File: src/rtl/muxnx1_seq.sv
// N-channel, W-bit multiplexer with a registered output. It has two modes:
// direct select, and an auto-scan that round-robins over a channel mask with a programmable dwell.
module muxnx1_seq #(
  parameter int W  = 8,
  parameter int N  = 4,
  parameter int SW = 2,
  parameter int DW = 4
) (
  input  logic            CLK,
  input  logic            RST,
  input  logic            E,
  input  logic            M,
  input  logic [SW-1:0]   A,
  input  logic [N*W-1:0]  I,
  input  logic [N-1:0]    K,
  input  logic [DW-1:0]   D,
  output logic [W-1:0]    P,
  output logic [SW-1:0]   S,
  output logic            V,
  output logic            T
);

  localparam int NS = 1 << SW;

  typedef enum logic [1:0] {
    ST_IDLE   = 2'd0,
    ST_DIRECT = 2'd1,
    ST_SCAN   = 2'd2
  } state_t;

  state_t          state_q, state_d;
  logic [W-1:0]    p_q, p_d;
  logic [SW-1:0]   s_q, s_d;
  logic            v_q, v_d;
  logic            t_q, t_d;
  logic [DW-1:0]   c_q, c_d;

  logic [W-1:0]    ch_s [NS];
  logic [NS-1:0]   sel_ok_s;
  logic [NS-1:0]   kpad_s;
  logic [2*N-1:0]  dbl_s;
  logic [N-1:0]    rot_s;
  logic [SW-1:0]   low_s;
  logic [SW-1:0]   next_s;

  // Select codes past N-1 (N not a power of two) map to a zero, invalid channel.
  genvar g;
  generate
    for (g = 0; g < NS; g++) begin : g_ch
      if (g < N) begin : g_real
        assign ch_s[g]     = I[g*W +: W];
        assign sel_ok_s[g] = 1'b1;
      end else begin : g_pad
        assign ch_s[g]     = '0;
        assign sel_ok_s[g] = 1'b0;
      end
    end
  endgenerate

  assign kpad_s = NS'(K);
  assign dbl_s  = {K, K};
  assign rot_s  = N'(dbl_s >> s_q);

  // Lowest set bit of the mask: the scan entry point.
  always_comb begin
    low_s = '0;
    for (int j = N - 1; j >= 0; j--) begin
      low_s = K[j] ? SW'(j) : low_s;
    end
  end

  // Priority scan of the mask rotated to start just after S. Offset N wraps back onto S itself.
  always_comb begin
    logic [SW:0] sum;
    sum    = '0;
    next_s = s_q;
    for (int off = N; off >= 1; off--) begin
      sum    = {1'b0, s_q} + (SW+1)'(off);
      sum    = (sum >= (SW+1)'(N)) ? sum - (SW+1)'(N) : sum;
      next_s = rot_s[off % N] ? sum[SW-1:0] : next_s;
    end
  end

  // Next-state and next-output selection. P always follows the S being loaded.
  always_comb begin
    state_d = E ? (M ? ST_SCAN : ST_DIRECT) : ST_IDLE;
    s_d     = s_q;
    c_d     = c_q;
    v_d     = 1'b0;
    t_d     = 1'b0;
    case (state_d)
      ST_IDLE: begin
        s_d = s_q;
      end
      ST_DIRECT: begin
        c_d = D;
        if (sel_ok_s[A]) begin
          s_d = A;
          v_d = 1'b1;
        end else begin
          v_d = 1'b0;
        end
      end
      ST_SCAN: begin
        if (K == '0) begin
          c_d = D;
        end else if ((state_q != ST_SCAN) || !v_q) begin
          // Fresh entry, or resuming after an empty mask.
          s_d = low_s;
          c_d = D;
          v_d = 1'b1;
          t_d = 1'b1;
        end else if ((c_q == '0) || !kpad_s[s_q]) begin
          s_d = next_s;
          c_d = D;
          v_d = 1'b1;
          t_d = 1'b1;
        end else begin
          c_d = c_q - DW'(1);
          v_d = 1'b1;
        end
      end
      default: begin
        s_d = s_q;
      end
    endcase
    p_d = v_d ? ch_s[s_d] : '0;
  end

  // State and output registers with synchronous reset.
  always_ff @(posedge CLK) begin
    if (RST) begin
      state_q <= ST_IDLE;
      p_q     <= '0;
      s_q     <= '0;
      v_q     <= 1'b0;
      t_q     <= 1'b0;
      c_q     <= '0;
    end else begin
      state_q <= state_d;
      p_q     <= p_d;
      s_q     <= s_d;
      v_q     <= v_d;
      t_q     <= t_d;
      c_q     <= c_d;
    end
  end

  assign P = p_q;
  assign S = s_q;
  assign V = v_q;
  assign T = t_q;

endmodule

File: config.mk
export PLATFORM = sky130hd
export DESIGN_NAME = muxnx1_seq
export DESIGN_NICKNAME = d
export VERILOG_FILES = /design/src/rtl/muxnx1_seq.sv
export SDC_FILE = /design/constraint.sdc
export NUM_CORES = 1
export LEC_CHECK = 0
export BUFFER_PORTS_ARGS = -buffer_cell sky130_fd_sc_hd__buf_2
export CAP_MARGIN = 20
export CORE_ASPECT_RATIO = 1.4
export CORE_MARGIN = 4
export CORE_UTILIZATION = 43
export DETAILED_ROUTE_END_ITERATION = 8
export PLACE_DENSITY = 0.75
export SLEW_MARGIN = 20
export SYNTH_ARGS = -nofsm -noshare
export SYNTH_HDL_FRONTEND = slang
export SYNTH_SLANG_ARGS = --single-unit
File: constraint.sdc
create_clock -name CLK -period 6.9 [get_ports CLK]
set_clock_uncertainty 0.1 [all_clocks]
set_input_delay 0.345 -clock CLK [delete_from_list [all_inputs] [get_ports CLK]]
set_output_delay 0.345 -clock CLK [all_outputs]
set_load 0.01 [all_outputs]
==> metrics.md <==
| Metric | Value |
|---|---|
| Tmin final | `2.52 ns` |
| Antenna-violating nets left | `0` |
| Critical path's slowest cell | `dfxtp_1` |
| Avg Synthesized Cell Area | `approximately 8.4 um^2` |
| DP Wirelength | `about 2.6 mm` |
| Synth area leader | `dfxtp_1` |
| P&R area growth vs syn | `25.7%` |
| Seq cells post-synth | `18` |
| Routability congestion estimate | `approximately 0.93` |
| Clock Sinks | `18` |
| Commonest cells post-synth | `18 x dfxtp_1, 17 x nor2_1, 15 x inv_1` |
| Synth Area in Simple Gates | `between 20% and 30%` |
| Critical path endpoint category | `flip-flop` |
| Initial antenna violation count | `0` |
| TritonCTS clock tree | `yes` |
| Vias in the first global route | `1309` |
| Dpl ws | `4.40 ns` |
| Min-Delay Startpoint | `D[1]` |
| Die X | `around 53 um` |
| Vias | `approximately 1300` |
| Primary FF master, synth | `dfxtp_1` |
| Clock Tree Buf Depth | `2` |
| Hold Crit Class | `input port to flip-flop` |
| GRT Overall Usage | `around 18%` |
| Status | `finished clean` |
| Core Footprint | `between 2000 and 3000 um^2` |
| Postcts setup bufs | `0` |
| Drt initial violations | `11` |
| PwrDens | `between 150 and 200 nW/um^2` |
| Starting Density | `a little under half` |
| Resized cells post-CTS | `0` |
| RSZ-0062 raised after global routing | `no` |
| Least-Margin Pin Slew | `approximately 0.53 ns` |
| CTS Hold Bufs | `0` |
| Sequential-to-total area share from yosys stat | `between 20% and 30%` |
| Max cap viols | `0` |
| H-tree depth | `1` |
| Post-synthesis compound-gate area fraction | `26.5%` |
| Crit path kind | `flip-flop to flip-flop` |
| CTS Buf Count | `3` |
| 1st-pass router iterations | `4` |
| Final worst-path cycle share | `36.5%` |
| Top Family by Delay on Critical Path | `flip-flops` |
| Critical path buffers and inverters | `0` |
| Clock Latency Late Sink | `around 0.29 ns` |
| # IOs | `58` |
| R2R Path Start | `S[1]` |
| Top cells by area, synth | `dfxtp_1 30%, mux2i_1 7.4%, a221o_1 6.6%, o2bb2ai_1 5.8%, nor2_1 5.3%` |
| Post-synthesis mux area share | `about a tenth` |
| Wire per inst | `13.1 um` |
| Worst Setup Start Kind | `flip-flop` |
| Yosys warns | `0` |
| Area of the die | `about 3700 um^2` |
| Synth top area share | `29.8%` |
| Crit path required time | `between 6 and 7 ns` |
| CP Launch Point | `S[1]` |
| Worst VDD drop | `about 0.09 mV` |
| Max incr delay on CP | `just under 0.6 ns` |
| Syn Inst Count | `between 100 and 150` |
| Nets | `between 200 and 250` |
| Post-synth EDFFs | `0` |
| Total Routed Length | `3.10 mm` |
| Gr ovfl total | `0` |
| FP Rows | `22` |
| Final setup violation count | `0` |
| Die height | `between 70 and 80 um` |
| Synth Net Count | `about 190` |
| Endpoint arrival time on the critical path | `around 2.6 ns` |
| Number of diodes | `0` |
| Cell Area, Synth | `~1200 um^2` |
| Most common cell in the netlist | `dfxtp_1` |
| Final hold violations | `0` |
| Final worst slack | `between 4 and 5 ns` |
| First-pass GRT wire length | `5.23 mm` |
| Share of layout cells above drive strength 1 | `between 30% and 40%` |
| Leak Pwr | `about 0.75 nW` |
| Adder-cell share of the synthesized area | `around 1.0%` |
| Crit path max fanout | `17` |
| Residual DRC | `0` |
| Largest net degree at the start of global routing | `18` |
| Slew HR | `between 60% and 70%` |
| PortBufs | `57` |
| Clock-pin slew on the worst setup and hold paths | `approximately 0.1 ns` |
| Root Driver | `clkbuf_4` |
| Largest family of logic cells by synthesized area | `compound AO/OA/AOI/OAI gates` |
| Max-slew violations | `0` |
| XOR/XNOR share of the synthesized area | `0%` |
| Synth cell types | `43` |
| Worst-path cell chain | `mux4_2, and3_4, nor2_4, o211ai_2, and2_4, a221o_1, o2bb2ai_1` |
| Setup TNS Final | `0 ns` |
| Synth async-reset ratio | `0%` |
| Achievable Freq | `397 MHz` |
| Drt via density | `between 5 and 6` |
## cell usage in the layout, fill, tap and decap left out, types with 2 or more instances in the layout
master,n
a21oi_1,5
a221o_1,8
a22oi_1,2
a31oi_1,2
buf_2,57
clkbuf_4,3
dfxtp_1,18
inv_1,15
mux2i_1,9
nand2_1,11
nand2b_1,6
nand3_1,5
nor2_1,17
nor2b_1,3
nor3_1,2
o21ai_0,4
o2bb2ai_1,8
## power by group
| part | internal, mW | leakage [nW] | switching [mW] |
|---|---|---|---|
| registers | 0.111 | 0.148 | 0.00477 |
| clock network | 0.0322 | 0.0210 | 0.0323 |
| logic | 0.0349 | 0.577 | 0.0366 |
## metrics by stage
stage	area [um^2]	hold WS [ns]	total power [mW]	cells	utilization [%]
4_1_cts	1520	0.200	0.254	236	57.0
2_1_floorplan	1210	0.329	0.166	145	-
3_3_place_gp	1490	0.369	0.187	232	55.7
6_report	1520	0.209	0.252	236	57.0
5_1_grt	1520	0.226	0.268	236	57.0
3_5_place_dp	1490	0.390	0.190	232	55.7
## worst reg2reg max path, stage by stage, from the launching register on
cell	delay [ns]
dfxtp_1	0.59
mux4_2	0.57
and3_4	0.22
nor2_4	0.10
o211ai_2	0.08
and2_4	0.25
a221o_1	0.37
o2bb2ai_1	0.12
## final timing paths
| kind | endpoint | slack [ns] | cells past startpoint |
|---|---|---|---|
| max reg2reg | P[4] | 4.38 | 7 |
| min reg2reg | c_q[0] | 0.40 | 2 |
| max | P[4] | 4.38 | 7 |
| min | c_q[1] | 0.21 | 3 |
## layer usage
layer  vias up  global-route usage (%)  share of wire (%)
li1        641                       -                  -
met1       593                    19.4                 38
met2        56                    32.7                 52
met3         4                    4.00                8.8
met4         0                    8.24                1.5
met5         -                       0                  0
## flip-flops by register name, indices dropped and copies added, names as in the netlist
name / count
state_q: 2
S: 2
c_q: 4
V: 1
T: 1
P: 8
## cells by family after synthesis
group	after synthesis
and+or+nand+nor	53
AOI/OAI and AO/OA	41
muxes	11
adders and majority gates	1
DFF	18
buffers and inverters	21
## area by class of cell
cell class	instances	area, um^2
repair buffers	57	285
inverters	15	56.3
multi-input cells	106	739
fillers	272	1150
clock buffers	4	36.3
flip-flops and latches	18	360
well taps	36	45.0
No activity file was read; power rests on OpenSTA's default activity.
